**config.mk**
```make
export PLATFORM = sky130hd
export DESIGN_NAME = frame_mem_arbiter
export DESIGN_NICKNAME = d
export VERILOG_FILES = /design/src/rtl/frame_mem_arbiter.sv
export SDC_FILE = /design/constraint.sdc
export NUM_CORES = 1
export LEC_CHECK = 0
export BUFFER_PORTS_ARGS = -buffer_cell sky130_fd_sc_hd__buf_2
export CAP_MARGIN = 0
export CORE_ASPECT_RATIO = 0.75
export CORE_MARGIN = 2
export CORE_UTILIZATION = 55
export DETAILED_ROUTE_END_ITERATION = 12
export GPL_TIMING_DRIVEN = 0
export PLACE_DENSITY_LB_ADDON = 0.1
export SYNTH_ARGS = -nofsm -noshare
export SYNTH_HDL_FRONTEND = slang
export SYNTH_SLANG_ARGS = --single-unit
```
**constraint.sdc**
```tcl
create_clock -name clk -period 5.7 [get_ports clk]
set_input_delay 0.57 -clock clk [delete_from_list [all_inputs] [get_ports clk]]
set_output_delay 0.57 -clock clk [all_outputs]
set_load 0.05 [all_outputs]
```
**src/rtl/frame_mem_arbiter.sv**
```systemverilog
// Arbitrates a single-port frame memory between queued pixel writes from the
// packet parser and display reads, with a bounded read-over-write priority.
module frame_mem_arbiter #(
    parameter int FIFO_DEPTH = 4,
    parameter int STARVE_MAX = 8,
    localparam int AW = $clog2(FIFO_DEPTH),
    localparam int CW = $clog2(FIFO_DEPTH) + 1,
    localparam int SW = $clog2(STARVE_MAX + 1)
) (
    input  logic          clk,
    input  logic          reset,
    input  logic [23:0]   pixel_data_packet,
    input  logic          msg_ready_in,
    input  logic          rx_en,
    input  logic          rd_req,
    input  logic [15:0]   rd_addr,
    output logic          rd_gnt,
    output logic          rd_valid,
    output logic [7:0]    rd_data,
    output logic          mem_en,
    output logic          mem_we,
    output logic [15:0]   mem_addr,
    output logic [7:0]    mem_wdata,
    input  logic [7:0]    mem_rdata,
    output logic [CW-1:0] fifo_count,
    output logic [7:0]    drop_count,
    output logic          busy
);

    typedef enum logic [1:0] {S_IDLE, S_WR, S_RD, S_RD_RESP} state_e;

    state_e        state_q, state_d;
    logic [23:0]   fifo_mem [FIFO_DEPTH];
    logic [AW-1:0] wr_ptr_q, rd_ptr_q;
    logic [CW-1:0] count_q;
    logic [SW-1:0] starve_q;
    logic [7:0]    drop_q;
    logic [15:0]   rd_addr_q, mem_addr_q;
    logic [7:0]    mem_wdata_q, rd_data_q;

    logic        full, enq, drop, deq, pending, starved;
    logic [23:0] head;

    assign full    = (count_q == CW'(FIFO_DEPTH));
    assign enq     = msg_ready_in && rx_en && !full;
    assign drop    = msg_ready_in && rx_en && full;
    assign deq     = (state_q == S_WR);
    // Entries still waiting once this cycle's write has retired; a same-cycle enqueue is not yet visible.
    assign pending = ((count_q - CW'(deq)) != '0);
    assign starved = (starve_q == SW'(STARVE_MAX)) && pending;
    assign head    = fifo_mem[rd_ptr_q];

    assign fifo_count = count_q;
    assign drop_count = drop_q;
    assign busy       = (state_q != S_IDLE) || (count_q != '0);

    always_ff @(posedge clk or negedge reset) begin
        if (!reset) state_q <= S_IDLE;
        else        state_q <= state_d;
    end

    always_comb begin
        state_d = state_q;
        case (state_q)
            S_RD:    state_d = S_RD_RESP;
            default: begin
                if (rd_req && !starved) state_d = S_RD;
                else if (pending)       state_d = S_WR;
                else                    state_d = S_IDLE;
            end
        endcase
    end

    // NOTE: every output gets a default first so no path through the case infers a latch.
    always_comb begin
        mem_en    = 1'b0;
        mem_we    = 1'b0;
        rd_gnt    = 1'b0;
        rd_valid  = 1'b0;
        mem_addr  = mem_addr_q;
        mem_wdata = mem_wdata_q;
        rd_data   = rd_data_q;
        case (state_q)
            S_WR: begin
                mem_en    = 1'b1;
                mem_we    = 1'b1;
                mem_addr  = head[23:8];
                mem_wdata = head[7:0];
            end
            S_RD: begin
                mem_en   = 1'b1;
                rd_gnt   = 1'b1;
                mem_addr = rd_addr_q;
            end
            S_RD_RESP: begin
                rd_valid = 1'b1;
                rd_data  = mem_rdata;
            end
            default: ;
        endcase
    end

    // NOTE: state updates use <= so every register samples pre-edge values regardless of block order.
    always_ff @(posedge clk or negedge reset) begin
        if (!reset) begin
            wr_ptr_q    <= '0;
            rd_ptr_q    <= '0;
            count_q     <= '0;
            starve_q    <= '0;
            drop_q      <= '0;
            rd_addr_q   <= '0;
            mem_addr_q  <= '0;
            mem_wdata_q <= '0;
            rd_data_q   <= '0;
        end else begin
            if (enq) wr_ptr_q <= wr_ptr_q + AW'(1);
            if (deq) rd_ptr_q <= rd_ptr_q + AW'(1);
            count_q <= count_q + CW'(enq) - CW'(deq);

            if (drop && drop_q != 8'hFF) drop_q <= drop_q + 8'd1;

            if (!pending || state_d == S_WR) starve_q <= '0;
            else if (state_d == S_RD)        starve_q <= starve_q + SW'(1);

            if (state_d == S_RD) rd_addr_q <= rd_addr;

            // Hold the last bus/read values through idle and turnaround cycles.
            mem_addr_q  <= mem_addr;
            mem_wdata_q <= mem_wdata;
            rd_data_q   <= rd_data;
        end
    end

    // NOTE: FIFO storage is not reset; the pointers and count alone define which entries are valid.
    always_ff @(posedge clk) begin
        if (enq) fifo_mem[wr_ptr_q] <= pixel_data_packet;
    end

endmodule

```
==> key figures, run 1 <==
STA
  • Setup TNS: 0 ns
  • Final Slew Violations: 0
  • Max Clk Rate: 301 MHz
  • Actual slew at the worst max-slew pin: 1.38 ns
  • Final worst path period share: 0.583
  • Slew HR: 0.0787
  • Setup violations, final: 0
  • Worst Skew: 0.0101 ns
  • Min Tclk post-route: 3.32 ns
  • RSZ-0062 raised after global routing: no
  • Hold Fails Final Rpt: 0

Clock network
  • Post-CTS Setup Repair Bufs: 0
  • Clock Tree Root: clkbuf_16
  • Worst-path clk slew: 0.06 ns
  • Clock sink count: ~170
  • CTS tree: done
  • Clk_lat worst skew: between 0.4 and 0.5 ns
  • Post-CTS sizing: 0
  • CTS buffer count: 17
  • H-tree Lvls: 4
  • Worst-case clock buffer depth: 2
  • CTS Hold Bufs: 0

Routing
  • Drt first pass iters: 5
  • WL met1: 5750 microns
  • Drt first-iter violations: 197
  • Via density per instance: 5.52
  • Drt wl/cell: 19.1 microns
  • DR top layer: met4
  • Routed via count: 3,727
  • Met2 wire len: around 6000 microns
  • WL final: between 10,000 and 15,000 microns
  • Met3 Wirelength: 1000 microns
  • DRC errors left: 0
  • Remaining antenna violation count: 0

Placed design
  • Gpl congestion: slightly below 0.8
  • Area after detailed placement: 7300 sq um
  • IO buf count: 100
  • HPWL after DPL: 8300 microns

Critical path
  • Critical Path RT: 5.13 ns
  • Cell mode on critical path: clkbuf_1
  • Critical-path cell with the highest stage delay: clkbuf_1
  • Worst Path Arrival: 2.75 ns
  • Max incr delay on CP: 0.52 ns
  • Crit-path cells: inv_1 -> ha_1 -> clkbuf_1 -> clkbuf_1 -> a22oi_1 -> a21oi_1 -> buf_2
  • Startpoint types: register
  • Critical Path Sink Type: output port
  • Critical path class: register to output port
  • Critical Path Fanout Max: 10

Synthesis
  • Synth area leaders: edfxtp_1, dfrtp_1, mux4_2, mux2_2, ha_1
  • Yosys warns: 0
  • Post-synth EDFFs: 96
  • Seq/Total Area, Yosys: 0.699
  • Post-synth top area share: 0.437
  • Synthesized net count: 448
  • Synth area leader: edfxtp_1
  • Fraction of registers with async set/reset: 0.418
  • Cell variety after synth: 42
  • Mapped Area: 6600 sq um
  • Mapped Cells: 381
  • Ys flop type: edfxtp_1
  • Seq cells post-synth: between 150 and 200
  • Syn avg cell area: around 17 sq um

Floorplan
  • Die height: 98.9 microns
  • Cell Rows: 34
  • Initial Util: 0.566
  • Die area: ~13,000 sq um
  • Die Width: between 100 and 150 microns
  • Core ar.: 11,700 sq um
  • I/O pin cnt: 101

Global route
  • Vias in the first global route: 3,875
  • Total global-route track usage: 0.218
  • Wire length of the first global-routing pass: ~21,000 microns
  • Initial antenna violation count: 1
  • Remaining Overflow, GRT: 0
  • Largest net degree at the start of global routing: 70

Finish
  • Layout area overhead: 19.3%
  • Post-route cell area: approximately 7900 sq um
  • Most frequent cells in the layout: buf_2, edfxtp_1, dfrtp_1, a21oi_1, mux2_2
  • Final nets: 567
  • Commonest non-fill, non-tap cell in the layout: buf_2
  • Fillers: 844
  • Ant diodes: 0
  • Share of layout cells above drive strength 1: 0.388
  • Fin util: 0.675

Pwr
  • Pwr dens: 608 nW/um^2
  • Leakage power: 3.14 nW
  • Max VDD drop: between 0.3 and 0.4 mV

Hold path
  • HP Class: primary input to asynchronous set/reset pin

Run
  • Max Cap Viol: 0

Outcome
  • Outcome: completed
## critical path: cells and delay by family, from the launching register on
kind	cells	cell delay (ns)
adders and majority gates	1	0.16
buffers and inverters	4	1.25
DFF	1	0.41
AOI/OAI and AO/OA	2	0.52
## cells by family after synthesis
logic type	after synthesis	synth area share
simple gates	57	0.0459
buf+inv	25	0.0184
fa+ha+maj	14	0.0277
flops	165	0.699
compound gates	50	0.0470
mux	60	0.149
xor+xnor	10	0.0133
## routing by layer
layer  up-vias  GRT usage
li1       1697          -
met1      1875      0.311
met2       142      0.332
met3        13     0.0586
met4         0     0.0761
met5         -          0
## state kept, by name (all words and copies together) (netlist names)
| name | count |
|---|---|
| fifo_mem | 96 |
| mem_addr_q | 16 |
| rd_addr_q | 16 |
| drop_count | 8 |
| mem_wdata_q | 8 |
| rd_data_q | 8 |
| starve_q | 4 |
| fifo_count | 3 |
| rd_ptr_q | 2 |
| state_q | 2 |
| wr_ptr_q | 2 |
## metrics by stage
step	hold WS (ns)	power [W]	cells	setup WS [ns]
after global placement	0.477	0.00370	643	2.84
final	0.286	0.00479	675	2.38
after detailed placement	0.487	0.00374	643	2.79
after global routing	0.345	0.00505	675	2.26
after CTS	0.316	0.00483	675	2.34
after floorplan	0.274	0.00324	381	2.69
## cell usage after synthesis (2+ instances only)
| cell type | n |
|---|---|
| edfxtp_1 | 96 |
| dfrtp_1 | 69 |
| a21oi_1 | 25 |
| mux2_2 | 25 |
| mux4_2 | 24 |
| nor2_1 | 18 |
| a22oi_1 | 16 |
| ha_1 | 13 |
| clkbuf_1 | 11 |
| mux2_4 | 10 |
| nand2_1 | 9 |
| inv_1 | 8 |
| nand3_1 | 5 |
| xnor2_1 | 5 |
| xor2_1 | 5 |
| and2_1 | 4 |
| o21ai_0 | 4 |
| buf_2 | 3 |
| nand2b_1 | 3 |
| and3_1 | 2 |
| nand3b_1 | 2 |
| nor2b_1 | 2 |
| nor3_1 | 2 |
| or3_1 | 2 |
## final cells by class
type / instances / area [sq um] / share of cell area
Tap cell: 162 / 203 / 0.0258
Inverter: 8 / 30.0 / 0.00382
Sequential cell: 165 / 4610 / 0.586
Timing Repair Buffer: 100 / 503 / 0.0639
Clock buffer: 19 / 443 / 0.0563
Clock inverter: 13 / 123 / 0.0156
Buffer: 17 / 91.3 / 0.0116
Multi-Input combinational cell: 191 / 1870 / 0.237
## power breakdown
group | switching [W] | internal [W]
clock | 0.000464 | 0.000619
sequential | 0.000122 | 0.00156
combinational | 0.00141 | 0.000618
total | 0.00200 | 0.00279
## worst paths after layout
path / from / end / cells past startpoint / slack, ns
max: state_q[0]$_DFF_PN0_ / mem_addr[4] / 7 / 2.38
max in group asynchronous: reset / mem_addr_q[11]$_DFF_PN0_ / 1 / 4.81
min: reset / drop_count[7]$_DFFE_PN0P_ / 1 / 0.29
min in group clk: pixel_data_packet[8] / fifo_mem[2][8]$_DFFE_PP_ / 1 / 0.36
max reg2reg: fifo_count[1]$_DFF_PN0_ / fifo_mem[3][22]$_DFFE_PP_ / 3 / 3.01
min reg2reg: rd_data_q[6]$_DFF_PN0_ / rd_data_q[6]$_DFF_PN0_ / 1 / 0.50
Power figures use the tool's default switching activity.
==> run 2: changes to the inputs <==
- ABC_AREA: unset -> 1
- clock period: 5.7 -> 3.4 ns (I/O delays scaled with it)
==> key figures, run 2 <==
Outcome
  • Outcome: completed

Routing
  • Drt wl/cell: 16.5 microns (-14%)
  • Drt first-iter violations: 355 (+80%)
  • Routed via count: 4,694 (+26%)
  • Via density per instance: 5.27 (-4.6%)
  • WL final: 14,700 microns (+14%)
  • DRC errors left: 0 (unchanged)
  • Drt first pass iters: 4 (-1)
  • Remaining antenna violation count: 0 (unchanged)

Floorplan
  • I/O pin cnt: 101 (unchanged)
  • Die area: 13,400 sq um (+3.8%)
  • Cell Rows: 35 (+2.9%)
  • Die height: 101 microns (+1.9%)
  • Initial Util: 0.561 (-0.00462)
  • Core ar.: 12,200 sq um (+4.8%)
  • Die Width: 133 microns (+1.9%)

Synthesis
  • Seq/Total Area, Yosys: 0.672 (-0.0266)
  • Mapped Cells: 587 (+54%)
  • Synth area leaders: edfxtp_1, dfrtp_1, nor2_1, o21ai_0, nand2_1
  • Most frequent cells after synthesis: nor2_1, edfxtp_1, dfrtp_1
  • Syn avg cell area: 11.7 sq um (-33%)
  • Synthesized net count: 654 (+46%)
  • Synth area leader: edfxtp_1
  • Fraction of registers with async set/reset: 0.418 (unchanged)
  • Yosys warns: 0 (unchanged)
  • Cell variety after synth: 31 (-26%)
  • Mapped Area: 6860 sq um (+4.0%)
  • Post-synth EDFFs: 96 (unchanged)
  • Top-count cell post-synth: nor2_1
  • Seq cells post-synth: 165 (unchanged)
  • Post-synth top area share: 0.420 (-0.0167)
  • Ys flop type: edfxtp_1

Critical path
  • Critical Path Sink Type: output port
  • Critical Path Fanout Max: 10 (unchanged)
  • Critical path class: register to output port
  • Max incr delay on CP: 0.40 ns (-0.12 ns)
  • Crit-path cells: inv_1 -> ha_1 -> buf_2 -> inv_1 -> clkbuf_1 -> a21oi_1 -> a21oi_1 -> buf_2
  • Critical Path RT: 3.06 ns (-2.07 ns)
  • Worst Path Arrival: 2.63 ns (-0.12 ns)
  • Critical-path cell with the highest stage delay: dfrtp_1
  • Startpoint types: register

STA
  • Worst Skew: 0.0121 ns (+0.00204 ns)
  • Final Slew Violations: 0 (unchanged)
  • Max Clk Rate: 337 MHz
  • Setup violations, final: 0 (unchanged)
  • Actual slew at the worst max-slew pin: 0.920 ns (-0.462 ns)
  • Min Tclk post-route: about 3 ns
  • Setup TNS: 0 ns (unchanged)
  • Slew HR: 0.386 (+0.307)
  • Hold Fails Final Rpt: 0 (unchanged)
  • RSZ-0062 raised after global routing: no
  • Final worst path period share: 0.872
  • Hold_ws: 0.125 ns (-0.161 ns)

Finish
  • Largest registers: fifo_mem x96, mem_addr_q x16, rd_addr_q x16
  • Commonest non-fill, non-tap cell in the layout: buf_2
  • Final nets: 778 (+37%)
  • Most frequent cells in the layout: buf_2, nor2_1, edfxtp_1, dfrtp_1, nand2_1
  • Share of layout cells above drive strength 1: 0.280 (-0.108)
  • Register bank with the most flops: fifo_mem
  • Largest register FFs: 96 (unchanged)
  • Layout area overhead: 20.8%

Pwr
  • Pwr dens: 1050 nW/um^2 (+72%)
  • Power Total: 0.00866 W (+81%)
  • Max VDD drop: 1.21 mV (+210%)
  • Leakage power: 3.49 nW (+11%)

Global route
  • Largest net degree at the start of global routing: 63 (-10%)
  • Total global-route track usage: 0.236 (+0.0174)
  • Initial antenna violation count: 1 (unchanged)
  • Wire length of the first global-routing pass: 23,800 microns (+16%)
  • Remaining Overflow, GRT: 0 (unchanged)
  • Vias in the first global route: 4,692 (+21%)

Placed design
  • IO buf count: 100 (unchanged)
  • Gpl congestion: 0.830 (+6.4%)
  • HPWL after DPL: 9900 microns (+19%)

Clock network
  • Post-CTS Setup Repair Bufs: 0 (unchanged)
  • Worst-case clock buffer depth: 2 (unchanged)
  • H-tree Lvls: 4 (unchanged)
  • Clock Tree Root: clkbuf_16
  • Post-CTS sizing: 0 (unchanged)
  • CTS buffer count: 17 (unchanged)
  • Clock sink count: 165 (unchanged)
  • Worst-path clk slew: 0.06 ns (about the same)
  • CTS Hold Bufs: 1 (+1)
  • CTS tree: done
  • Clk_lat worst skew: 0.43 ns (+0.02 ns)

Run
  • Max Cap Viol: 0 (unchanged)

Hold path
  • HP Class: primary input to register
==> run 2: worst paths after layout <==
check	from	endpoint	slack, ns	cells past startpoint
worst max-delay path	state_q[0]$_DFF_PN0_	mem_addr[11]	0.43	8
worst min-delay path	pixel_data_packet[10]	fifo_mem[0][10]$_DFFE_PP_	0.13	1
worst max register to register	state_q[1]$_DFF_PN0_	fifo_count[2]$_DFF_PN0_	1.00	8
worst min register to register	rd_addr_q[1]$_DFFE_PN0N_	rd_addr_q[1]$_DFFE_PN0N_	0.49	2
max in group asynchronous	reset	mem_addr_q[11]$_DFF_PN0_	2.55	3
min in group asynchronous	reset	mem_wdata_q[2]$_DFF_PN0_	0.31	2
==> run 2: through the flow <==
stage,util,worst slack (ns),std cells,area [sq um]
after floorplan,-,0.578,587,6860
after global placement,0.619,0.166,853,7570
after detailed placement,0.627,0.907,857,7660
after CTS,0.678,0.435,890,8280
after global routing,0.678,0.174,890,8280
final,0.678,0.434,891,8290
==> run 2: final cells by class <==
class	instances	area (sq um)
inverters	42	158
repair buffers	105	586
clock buffers	18	429
clock inverters	14	186
flip-flops and latches	165	4610
multi-input cells	352	1950
plain buffers	28	155
diodes	1	2.50
fillers	929	3930
well taps	166	208
==> run 2: cells by family after synthesis <==
logic type | synth area share
AO/OA/AOI/OAI | 0.107
adder cells (fa/ha/maj) | 0.0266
multiplexers | 0.0131
buffers and inverters | 0.0456
AND/OR/NAND/NOR | 0.117
flip-flops | 0.672
XOR/XNOR | 0.0192
==> run 2: where the power goes <==
group | leakage [nW] | switching (W) | internal [W]
sequential | 1.70 | 0.000222 | 0.00262
clock | 0.300 | 0.000829 | 0.00118
combinational | 1.49 | 0.00282 | 0.000992
==> run 2: worst max-delay path: cells and delay by family (launching register included) <==
kind,cells,cell delay (ns)
buffers and inverters,5,1.13
DFF,1,0.40
AOI/OAI and AO/OA,2,0.36
adders and majority gates,1,0.30
==> run 2: routing by layer <==
layer  global-route usage  vias to the layer above  share of wire
li1                     -                     2254              -
met1                0.333                     2288           0.45
met2                0.376                      137           0.48
met3               0.0518                       15          0.060
met4               0.0662                        0          0.010
met5                    0                        -              0
==> run 3: changes to the inputs <==
- CORE_UTILIZATION: 55 -> 57
==> key figures, run 3 (same netlist as run 2, synthesis figures left out) <==
Outcome
  • Outcome: completed

STA
  • Final Slew Violations: 0 (unchanged)
  • Slew HR: 0.406 (+0.0205)
  • Final worst slack: 0.361 ns (-0.0734 ns)
  • Setup violations, final: 0 (unchanged)
  • RSZ-0062 raised after global routing: no
  • Max Clk Rate: 329 MHz (-2.4%)
  • Min Tclk post-route: 3.04 ns (+0.0734 ns)
  • Hold Fails Final Rpt: 0 (unchanged)
  • Setup TNS: 0 ns (unchanged)
  • Worst Skew: 0.00988 ns (-0.00226 ns)
  • Actual slew at the worst max-slew pin: 0.890 ns (-0.0298 ns)
  • Final worst path period share: 0.894 (+0.0216)

Global route
  • Met3 usage: 0.0613 (+0.00956)
  • Met2 usage: 0.382 (+0.00596)
  • Largest net degree at the start of global routing: 70 (+11%)
  • GRT met1 Usage: 0.331 (-0.00141)
  • Wire length of the first global-routing pass: 23,100 microns (-3.0%)
  • Remaining Overflow, GRT: 0 (unchanged)
  • Vias in the first global route: 4,575 (-2.5%)
  • Initial antenna violation count: 1 (unchanged)
  • Most crowded layer after global routing: met2
  • Total global-route track usage: 0.240 (+0.00414)

Clock network
  • Worst-path clk slew: 0.07 ns (about the same)
  • Post-CTS Setup Repair Bufs: 0 (unchanged)
  • Post-CTS sizing: 0 (unchanged)
  • CTS buffer count: 17 (unchanged)
  • H-tree Lvls: 4 (unchanged)
  • CTS tree: done
  • Clock Tree Root: clkbuf_16
  • Worst-case clock buffer depth: 2 (unchanged)
  • CTS Hold Bufs: 0 (-1)
  • Clk_lat worst skew: 0.43 ns (about the same)
  • Clock sink count: 165 (unchanged)

Pwr
  • Switching pwr: 0.00389 W (+0.30%)
  • Clock share of power: 0.224 (-0.008)
  • Logic pwr share: 0.445 (+0.004)
  • Internal Pwr Total: 0.00470 W (-1.7%)
  • Power Total: 0.00859 W (-0.81%)
  • Flop pwr share: 0.331 (+0.003)
  • Switch share: 0.452 (+0.00501)
  • Pwr dens: 1040 nW/um^2 (-0.32%)
  • Leakage power: 3.48 nW (-0.17%)
  • Max VDD drop: 1.77 mV (+47%)

Floorplan
  • Core ar.: 11,700 sq um (-4.6%)
  • I/O pin cnt: 101 (unchanged)
  • Die height: 99 microns (-1.7%)
  • Die area: 12,900 sq um (-3.4%)
  • Die Width: 131 microns (-1.7%)
  • Cell Rows: 34 (-2.9%)
  • Initial Util: 0.588 (+0.0271)

Finish
  • Final nets: 777 (-0.13%)
  • Most frequent cells in the layout: buf_2, nor2_1, edfxtp_1, dfrtp_1, nand2_1
  • Layout area overhead: 20.2%
  • Fin util: 0.707 (+0.0291)
  • Register Area: 4610 sq um (unchanged)
  • Area of the multi-input gates: 1950 sq um (-0.26%)
  • Register bank with the most flops: fifo_mem
  • Ant diodes: 0 (-1)
  • Commonest non-fill, non-tap cell in the layout: buf_2
  • Largest register FFs: 96 (unchanged)
  • Fillers: 847 (-8.8%)
  • Largest registers: fifo_mem x96, mem_addr_q x16, rd_addr_q x16
  • Share of layout cells above drive strength 1: 0.282 (+0.00177)

Critical path
  • Critical path class: register to output port
  • Startpoint types: register
  • Critical Path Fanout Max: 10 (unchanged)
  • R2r endpoint: fifo_count[2]$_DFF_PN0_
  • Worst Path Arrival: 2.70 ns (+0.07 ns)
  • Critical Path RT: 3.06 ns (about the same)
  • RR Startpoint: state_q[1]$_DFF_PN0_
  • Worst Setup SP: state_q[0]$_DFF_PN0_
  • Critical Path Sink Type: output port
  • Worst r2r path cells: 8 (unchanged)
  • R2R setup slack: 1.06 ns (+0.06 ns)

Placed design
  • Gpl congestion: 0.832 (+0.23%)
  • HPWL after DPL: 9870 microns (-0.25%)
  • IO buf count: 100 (unchanged)
  • Place WS: 0.878 ns (-0.0296 ns)

Hold path
  • HP Class: primary input to asynchronous set/reset pin

Routing
  • DRC errors left: 0 (unchanged)
  • Via density per instance: 5.32 (+1.0%)
  • Drt first-iter violations: 341 (-3.9%)
  • Drt wl/cell: 16.5 microns (-0.56%)
  • Remaining antenna violation count: 0 (unchanged)
  • Drt first pass iters: 5 (+1)
  • Routed via count: 4,709 (+0.32%)
  • WL final: 14,600 microns (-1.2%)

Run
  • Max Cap Viol: 0 (unchanged)
## run 3: cell types whose count changed in the layout (fill, tap and decap cells not counted), sizes merged
cell         before  now
clkbuf           31   32
diode             1    0
inv              49   50
bufinv            3    1
clkinvlp          1    0
clkinv            3    4
dlygate4sd3       1    0
## run 3: metal layers
| metal | part of all wire | wire length (microns) | up-vias |
|---|---|---|---|
| li1 | - | - | 2248 |
| met1 | 0.44 | 6350 | 2303 |
| met2 | 0.50 | 7210 | 133 |
| met3 | 0.054 | 782 | 23 |
| met4 | 0.014 | 207 | 2 |
| met5 | 0.00089 | 13 | - |
## run 3: through the flow
step / hold slack, ns / cells / area, sq um
final: 0.0210 / 885 / 8240
after global routing: 0.0974 / 885 / 8240
after CTS: 0.0676 / 885 / 8240
after detailed placement: 0.474 / 853 / 7650
after global placement: 0.474 / 849 / 7560
after floorplan: 0.0444 / 587 / 6860
## run 3: worst max path at each step
stage | to | slack, ns
CTS | mem_addr[3] | 0.41
detailed placement | mem_addr[3] | 0.88
global placement | fifo_mem[3][10]$_DFFE_PP_ | 0.23
finish | mem_addr[3] | 0.36
floorplan | mem_addr[10] | 0.58
global route | mem_addr[13] | 0.18
## run 3: worst max-delay path: stages, from the launching register on
cell      delay [ns]
dfrtp_1         0.41
inv_1           0.09
ha_1            0.33
buf_2           0.18
inv_1           0.21
clkbuf_1        0.36
a21oi_1         0.08
a21oi_1         0.28
buf_2           0.32
## run 3: final cells by class
cell class              count  area share
flip-flops and latches    165       0.559
multi-input cells         352       0.236
repair buffers            104      0.0698
clock buffers              19      0.0563
well taps                 162      0.0246
inverters                  42      0.0191
plain buffers              28      0.0188
clock inverters            13      0.0161
## run 3: power groups by stage
stage          clock (W)  combinational [W]  sequential [W]
3_5_place_dp           0            0.00382         0.00287
4_1_cts          0.00195            0.00384         0.00284
2_1_floorplan          0            0.00272         0.00299
3_3_place_gp           0            0.00369         0.00286
5_1_grt          0.00205            0.00411         0.00289
6_report         0.00193            0.00382         0.00284
